File: src/rtl/lvds_frame_rx.sv
// LVDS sensor frame receiver: reset sequencer, line/frame tagger and
// show-ahead AXI-Stream output FIFO with overflow accounting.
module lvds_frame_rx #(
  parameter int DW       = 15,
  parameter int GW       = 1,
  parameter int LINE_LEN = 640,
  parameter int FIFO_AW  = 4,
  parameter int T_RSTA   = 1000,
  parameter int T_RSTD   = 1000
) (
  input  logic              clk,
  input  logic              rst_n,
  input  logic              en,
  input  logic [DW-1:0]     din,
  input  logic              din_vld,
  input  logic [GW-1:0]     din_grp,
  input  logic              din_fs,
  output logic [DW+GW-1:0]  m_tdata,
  output logic              m_tvalid,
  input  logic              m_tready,
  output logic              m_tlast,
  output logic              m_tuser,
  output logic              RST_A,
  output logic              RST_D,
  output logic              sensor_rdy,
  output logic [15:0]       ovf_cnt,
  output logic              err_short
);

  localparam int FW = DW + GW + 2;
  localparam int DEPTH = 1 << FIFO_AW;
  localparam logic [FIFO_AW:0] FULL = (FIFO_AW+1)'(DEPTH);
  localparam logic [15:0] LAST = 16'(LINE_LEN - 1);

  typedef enum logic [1:0] {S_HOLD, S_AUP, S_RDY} seq_t;
  typedef enum logic {C_IDLE, C_LINE} cap_t;

  seq_t        seq_q, seq_d;
  logic [31:0] scnt_q, scnt_d;

  always_ff @(posedge clk or negedge rst_n) begin
    if (!rst_n) begin
      seq_q  <= S_HOLD;
      scnt_q <= '0;
    end else begin
      seq_q  <= seq_d;
      scnt_q <= scnt_d;
    end
  end

  always_comb begin
    seq_d  = seq_q;
    scnt_d = scnt_q + 32'd1;
    unique case (seq_q)
      S_HOLD: if (scnt_q == 32'(T_RSTA - 1)) begin
        seq_d  = S_AUP;
        scnt_d = '0;
      end
      S_AUP: if (scnt_q == 32'(T_RSTD - 1)) begin
        seq_d  = S_RDY;
        scnt_d = '0;
      end
      S_RDY: scnt_d = '0;
      default: begin
        seq_d  = S_HOLD;
        scnt_d = '0;
      end
    endcase
  end

  assign RST_A      = (seq_q != S_HOLD);
  assign RST_D      = (seq_q == S_RDY);
  assign sensor_rdy = (seq_q == S_RDY);

  cap_t        cap_q, cap_d;
  logic [15:0] pix_q, pix_d, idx;
  logic        wr_d, tuser_d, tlast_d, err_d;

  always_comb begin
    cap_d   = cap_q;
    pix_d   = pix_q;
    idx     = '0;
    wr_d    = 1'b0;
    tuser_d = 1'b0;
    tlast_d = 1'b0;
    err_d   = err_short;
    if (!(en && sensor_rdy)) begin
      cap_d = C_IDLE;
      pix_d = '0;
    end else if (din_vld) begin
      unique case (cap_q)
        C_IDLE: if (din_fs) begin
          wr_d    = 1'b1;
          tuser_d = 1'b1;
          cap_d   = C_LINE;
          pix_d   = 16'd1;
        end
        C_LINE: begin
          // a frame start always realigns the line to pixel 0
          idx     = din_fs ? '0 : pix_q;
          wr_d    = 1'b1;
          tuser_d = din_fs;
          tlast_d = (idx == LAST);
          pix_d   = tlast_d ? '0 : idx + 16'd1;
          if (din_fs && pix_q != '0) err_d = 1'b1;
        end
      endcase
    end
  end

  logic          wr_q;
  logic [FW-1:0] wbuf_q;

  always_ff @(posedge clk or negedge rst_n) begin
    if (!rst_n) begin
      cap_q     <= C_IDLE;
      pix_q     <= '0;
      err_short <= 1'b0;
      wr_q      <= 1'b0;
      wbuf_q    <= '0;
    end else begin
      cap_q     <= cap_d;
      pix_q     <= pix_d;
      err_short <= err_d;
      wr_q      <= wr_d;
      wbuf_q    <= {tuser_d, tlast_d, din_grp, din};
    end
  end

  logic [FW-1:0]      mem [DEPTH];
  logic [FIFO_AW-1:0] wp, rp;
  logic [FIFO_AW:0]   fill;
  logic               push, pop;
  logic [FW-1:0]      head;

  // admission looks only at the registered level, never at a same-cycle pop
  assign push = wr_q && (fill < FULL);
  assign pop  = m_tvalid && m_tready;

  always_ff @(posedge clk or negedge rst_n) begin
    if (!rst_n) begin
      wp      <= '0;
      rp      <= '0;
      fill    <= '0;
      ovf_cnt <= '0;
    end else begin
      if (push) wp <= wp + 1'b1;
      if (pop) rp <= rp + 1'b1;
      fill <= fill + {{FIFO_AW{1'b0}}, push}
                   - {{FIFO_AW{1'b0}}, pop};
      if (wr_q && !push && ovf_cnt != 16'hFFFF)
        ovf_cnt <= ovf_cnt + 16'd1;
    end
  end

  always_ff @(posedge clk) begin
    if (push) mem[wp] <= wbuf_q;
  end

  assign head     = mem[rp];
  assign m_tvalid = (fill != '0);
  assign m_tdata  = m_tvalid ? head[DW+GW-1:0] : '0;
  assign m_tlast  = m_tvalid & head[FW-2];
  assign m_tuser  = m_tvalid & head[FW-1];

endmodule

File: config.mk
export PLATFORM = sky130hd
export DESIGN_NAME = lvds_frame_rx
export DESIGN_NICKNAME = d
export VERILOG_FILES = /design/src/rtl/lvds_frame_rx.sv
export SDC_FILE = /design/constraint.sdc
export NUM_CORES = 1
export LEC_CHECK = 0
export ABC_AREA = 0
export CAP_MARGIN = 20
export CORE_MARGIN = 2
export CORE_UTILIZATION = 65
export DETAILED_ROUTE_END_ITERATION = 10
export PLACE_DENSITY = 0.84
export SLEW_MARGIN = 20
export SYNTH_ARGS = -nofsm -noshare
export SYNTH_HDL_FRONTEND = slang
export SYNTH_SLANG_ARGS = --single-unit
File: constraint.sdc
create_clock -name clk -period 5.7 [get_ports clk]
set_clock_uncertainty 0.1 [all_clocks]
set_input_delay 1.71 -clock clk [delete_from_list [all_inputs] [get_ports clk]]
set_output_delay 1.71 -clock clk [all_outputs]
set_load 0.05 [all_outputs]
# Word-level counts from Yosys, hierarchy flattened
# Memories as Yosys holds them, arrays and structs flattened.
# Cells that the tools add are included.
[word_totals] romBits=0 reg_bits=100 mem_count=1 ramBits=288 latchBits=0
[classes] n_lt_le_gt_ge=1 n_div=0 reduce_logical=15 eq_ne=9 multipliers=0 bitwise_logic=4 add_sub_neg=7 n_shift=0 n_mux=27
[memory_table] name="mem" depth=16 width=18 read_ports=1 rd_clocked_by_memory_dff=0 write_ports=1 line_no="130" rtl="logic [FW-1:0] mem [DEPTH];"
[op_table] operator="$mux 16" n=6
[op_table] operator="$mux 32" n=2
[op_table] operator="$add 16x1->16 const B" n=2
[op_table] operator="$add 32x1->32 const B" n=1
[op_table] operator="$eq 32x10->1 const B" n=1
[op_table] operator="$pmux 16 s2" n=1
[op_table] operator="$eq 16x10->1 const B" n=1
[op_table] operator="$ne 16x16->1 const B" n=1
[op_table] operator="$reduce_bool 16->1" n=1
[op_table] operator="$mux 1" n=13
[op_table] operator="$add 4x1->4 const B" n=2
[op_table] operator="$logic_and 1x1->1" n=6
[op_table] operator="$ne 2x2->1 const B" n=3
[op_table] operator="$pmux 2 s3" n=1
[op_table] operator="$add 5x1->5" n=1
[op_table] operator="$lt 5x5->1 const B" n=1
[op_table] operator="$reduce_bool 5->1" n=1
[op_table] operator="$sub 5x1->5" n=1
[op_table] operator="$mux 2" n=2
[op_table] operator="$pmux 1 s2" n=2
[op_table] operator="$reduce_and 4->1" n=1
[op_table] operator="$ne 3x3->1 const B" n=1
[op_table] operator="$reduce_and 3->1" n=1
[op_table] operator="$and 1x1->1" n=2
[op_table] operator="8 further kinds" n=9

# Depth between registers and ports, before layout
# Gate-level depths: netlist of run 1.
[depth] word_depth=6 mapped_depth=15 ltp_nobuf=14

# Worst setup path after synthesis of run 1
# OpenSTA, ideal clock, no wires.
[synth_timing] path_kind="register -> output" start="register fill[2]" end="output m_tdata[10]" setup_slack_ns=1.555 n_path_buf=1 stages_incl_launch_ff=7 t_arrival_ns=2.335 cell_sequence="dfrtp_1 > inv_1 > ha_1 > or4b_1 > nand2_1 > clkbuf_1 > o22ai_1"
[synth_via] elab_chain_len=2
[synth_lines] item="from (decl)" line_no="132" rtl="logic [FIFO_AW:0] fill;"
[synth_lines] item="from (signal assigned)" line_no="149" rtl="fill <= fill + {{FIFO_AW{1'b0}}, push}"
[synth_lines] item="$reduce_bool 5->1" line_no="161" rtl="assign m_tvalid = (fill != '0);"
[synth_lines] item="net m_tvalid" line_no="19" rtl="output logic m_tvalid,"
[synth_lines] item="$mux 16" line_no="162" rtl="assign m_tdata = m_tvalid ? head[DW+GW-1:0] : '0;"
[synth_lines] item="to (decl)" line_no="18" rtl="output logic [DW+GW-1:0] m_tdata,"
# The timed path passes the listed nets, and every way through them passes these cells.

# Worst setup path in the final report of run 1
[layout_timing] start="register fill[2]" end="output m_tdata[15]"
[layout_via] elab_chain_len=2
[layout_lines] item="$reduce_bool 5->1" line_no="161"
[layout_lines] item="$mux 16" line_no="162"
# No other way between the ends.

==> results of run 1 <==
## state kept, by name, indices dropped and copies added, names as in the netlist
name	flops
mem	288
scnt_q	32
wbuf_q	18
ovf_cnt	16
pix_q	16
fill	5
rp	4
wp	4
seq_q	2
cap_q	1
err_short	1
wr_q	1
## metal layers
layer	GRT usage, %	vias to the layer above
li1	-	3753
met1	37.98	4452
met2	45.85	450
met3	5.027	70
met4	9.050	0
met5	0	-
## metrics by stage
stage                     power [uW]  worst slack, ns  instance area [sq um]
after detailed placement        5349            1.159                  16840
final                           7795           0.5756                  18070
after CTS                       7836           0.5568                  18070
after global routing            8052           0.4480                  18070
after floorplan                 4723            1.555                  15730
after global placement          5294            1.196                  16840
## cell families after synthesis
group	count (synthesis)	share of synthesized area [%]
AO/OA/AOI/OAI	66	2.753
XOR/XNOR	55	3.063
adder cells (fa/ha/maj)	15	1.241
buffers and inverters	61	1.575
flip-flops	388	70.90
multiplexers	113	12.95
AND/OR/NAND/NOR	224	7.518
## synth_stat cells, types with 2 or more instances
master,n,share of area [%]
nor2_1,61,1.5
nor2b_1,5,0.20
a22o_1,3,0.17
edfxtp_1,288,55
nor4_1,14,0.56
nand3b_1,2,0.095
or2_2,5,0.20
nand4b_1,3,0.17
o31ai_1,3,0.14
mux2i_1,37,2.4
and3_1,6,0.24
o21ai_1,3,0.095
buf_2,12,0.38
and2_1,7,0.28
a21boi_0,2,0.095
or3_1,4,0.16
mux4_2,72,10
a31oi_1,4,0.16
a21oi_1,11,0.35
nand3_1,23,0.73
o21ai_0,9,0.29
a21o_1,4,0.19
mux2_2,4,0.29
buf_1,3,0.072
nand4_1,20,0.80
ha_1,14,1.1
o22ai_1,18,0.72
or4_1,2,0.095
or3_2,2,0.095
and3b_1,2,0.11
nand2b_1,6,0.24
clkbuf_1,24,0.57
dfrtp_1,100,16
xor2_1,18,1.0
inv_1,21,0.50
nand2_1,33,0.79
nor3_1,15,0.48
and4_1,6,0.33
xnor2_1,37,2.1
## power groups by stage
stage	Clock [uW]	Sequential, uW	Combinational [uW]
after floorplan	0	3170	1550
after global routing	2610	3260	2180
after global placement	0	3300	1990
after CTS	2500	3250	2080
after detailed placement	0	3310	2040
final	2470	3250	2070
## final cells by class
type | count | area share [%]
multi-input combinational | 473 | 24.23
timing repair buffer | 84 | 4.603
sequential | 388 | 61.73
inverter | 21 | 0.4361
clock buffer | 46 | 5.545
tap | 319 | 2.208
clock inverter | 21 | 1.253
## path summary, 6_finish.rpt
path / to / cells after the start
setup / recovery: m_tdata[15] / 7
max in group asynchronous: wbuf_q[9] / 2
hold reg to reg: err_short / 1
min in group asynchronous: ovf_cnt[3] / 1
hold / removal: err_short / 1
setup reg to reg: fill[4] / 14
==> flow_summary.yaml, run 1 <==
outcome:
  status: "complete, no violations"
cts:
  cts.sinks: 388
  cts.path.max_buffers: 3
  cts-hold-fix-buffers: 0
  cts_tree: "built"
  clock-root-buffer: "clkbuf_16"
  clk_pin_slew_ns: 0.06
  post-cts-setup-buffer-count: 0
  clk_latency_ns: 0.54
  htree_num_levels: 2
  cts_made_buffers: 38
  post_cts_resize_count: 0
die:
  core_sq_um: 23610
  die_h_um: 159.6
  start_util_pct: 66.61
  row_count: 56
  floorplan.die.width_um: 159.6
  die_area_sq_um: 25460
  io_pins: 61
final_layout:
  final_cell_mix: "edfxtp_1 (288), dfrtp_1 (97), mux4_2 (72)"
  fillers: 1326
  drive_gt1_share_pct: 18.39
  seq_area_sq_um: 11160
  fin_nets: 1043
  final_util_pct: 76.55
  final_cells: 1352
  synthToLayoutAreaGrowth_pct: 14.92
  multiInputGateArea_sq_um: 4379
  final_common_cell: "edfxtp_1"
  diodes: 0
critical_path:
  crit_path_start_kind: "flip-flop"
  critPathCaptureType: "output pin"
  max_stage_delay_ns: 0.72
  cp_cell_sequence: "inv_1 > ha_1 > or4b_1 > nand2_1 > buf_4 > o22ai_1 > clkdlybuf4s50_1"
  crit_required_ns: 3.89
  path_max_fanout: 12
  r2r_start: "fill[2]"
  crit_arrival_ns: 3.31
  cp_slowest_cell: "clkdlybuf4s50_1"
  crit_buf_inv: 3
  crit_family: "simple AND/OR/NAND/NOR gates"
  worstSetupPathType: "flip-flop to output pin"
  ff2ff_setup_slack_ns: 2.60
  startpoint: "fill[2]"
sta:
  holdWs_ns: 0.3917
  maxSlewHeadroom_pct: 48.71
  worst_slew_pin_slew_ns: 0.7693
  max_freq_ghz: 0.1951
  slew_viol_final: 0
  rsz0062_at_grt: "false"
  period_share_pct: 89.90
  fin_crit_ns: 5.124
  setup_viol: 0
  tns_ns: 0
  hold_viol_final: 0
routing:
  viasPerCell: 6.453
  wl_mm: 34.32
  ant_nets: 0
  wl_met3_mm: 3.026
  via_count: 8725
  wl_met2_mm: 17.53
  wl_met1_mm: 12.90
  dr.pass1.iters: 5
  top_layer: "met4"
  drc: 0
  drt_iter0_markers: 885
  post_drt_wl_per_cell_um: 25.39
power:
  seq_power_share_pct: 41.7
  cellLeakagePower_uw: 0.006332
  sw_frac_of_total_pct: 30.30
  ir_drop_uv: 317.1
  intPower_uw: 5433
  pwr_density_cell_nw_per_um2: 431.3
  p_clk_share_pct: 31.7
  p_sw_uw: 2362
  comb_power_share_pct: 26.6
place:
  dp_cells: 1285
  portBuffers: 60
  hpwl_mm: 18.72
  place.gp.congestion: 0.7880
yosys:
  synth_area_per_cell_sq_um: 17.06
  synth_edf_count: 288
  synth_ff_type: "edfxtp_1"
  synth.distinct_cells: 58
  synthesis.nets: 959
  synth_area_sq_um: 15730
  synth_cells: 922
  ys_seq_area_share_pct: 70.90
  synth_warnings: 0
  synth-seq-cells: 388
  async_reset_ff_share_pct: 25.77
global_route:
  grt_pass1_vias: 8757
  grt_usage_pct: 27.66
  grt-ovfl-total: 0
  grt_pass1_wl_mm: 52.63
  antenna_found_initial: 0
  grt_max_degree: 78
hold_path:
  hp-class: "flip-flop to flip-flop"
  hp-start: "err_short"
run:
  maxCapViolCount: 0
Power figures use the tool's default switching activity.
==> run 2, diff against run 1 <==
--- a/config.mk
+++ b/config.mk
@@ -6,7 +6,6 @@
 export NUM_CORES = 1
 export LEC_CHECK = 0
 export ABC_AREA = 0
-export CAP_MARGIN = 20
 export CORE_MARGIN = 2
 export CORE_UTILIZATION = 65
 export DETAILED_ROUTE_END_ITERATION = 10
==> results of run 2 <==
Final layout, timing and power as in run 1 (identical DEF).
==> run 3, diff against run 2 <==
--- a/config.mk
+++ b/config.mk
@@ -10,7 +10,8 @@
 export CORE_UTILIZATION = 65
 export DETAILED_ROUTE_END_ITERATION = 10
 export PLACE_DENSITY = 0.84
-export SLEW_MARGIN = 20
+export SETUP_SLACK_MARGIN = 0.4
+export SLEW_MARGIN = 25
 export SYNTH_ARGS = -nofsm -noshare
 export SYNTH_HDL_FRONTEND = slang
 export SYNTH_SLANG_ARGS = --single-unit
==> results of run 3 <==
Final layout, timing and power as in run 1 (identical DEF).
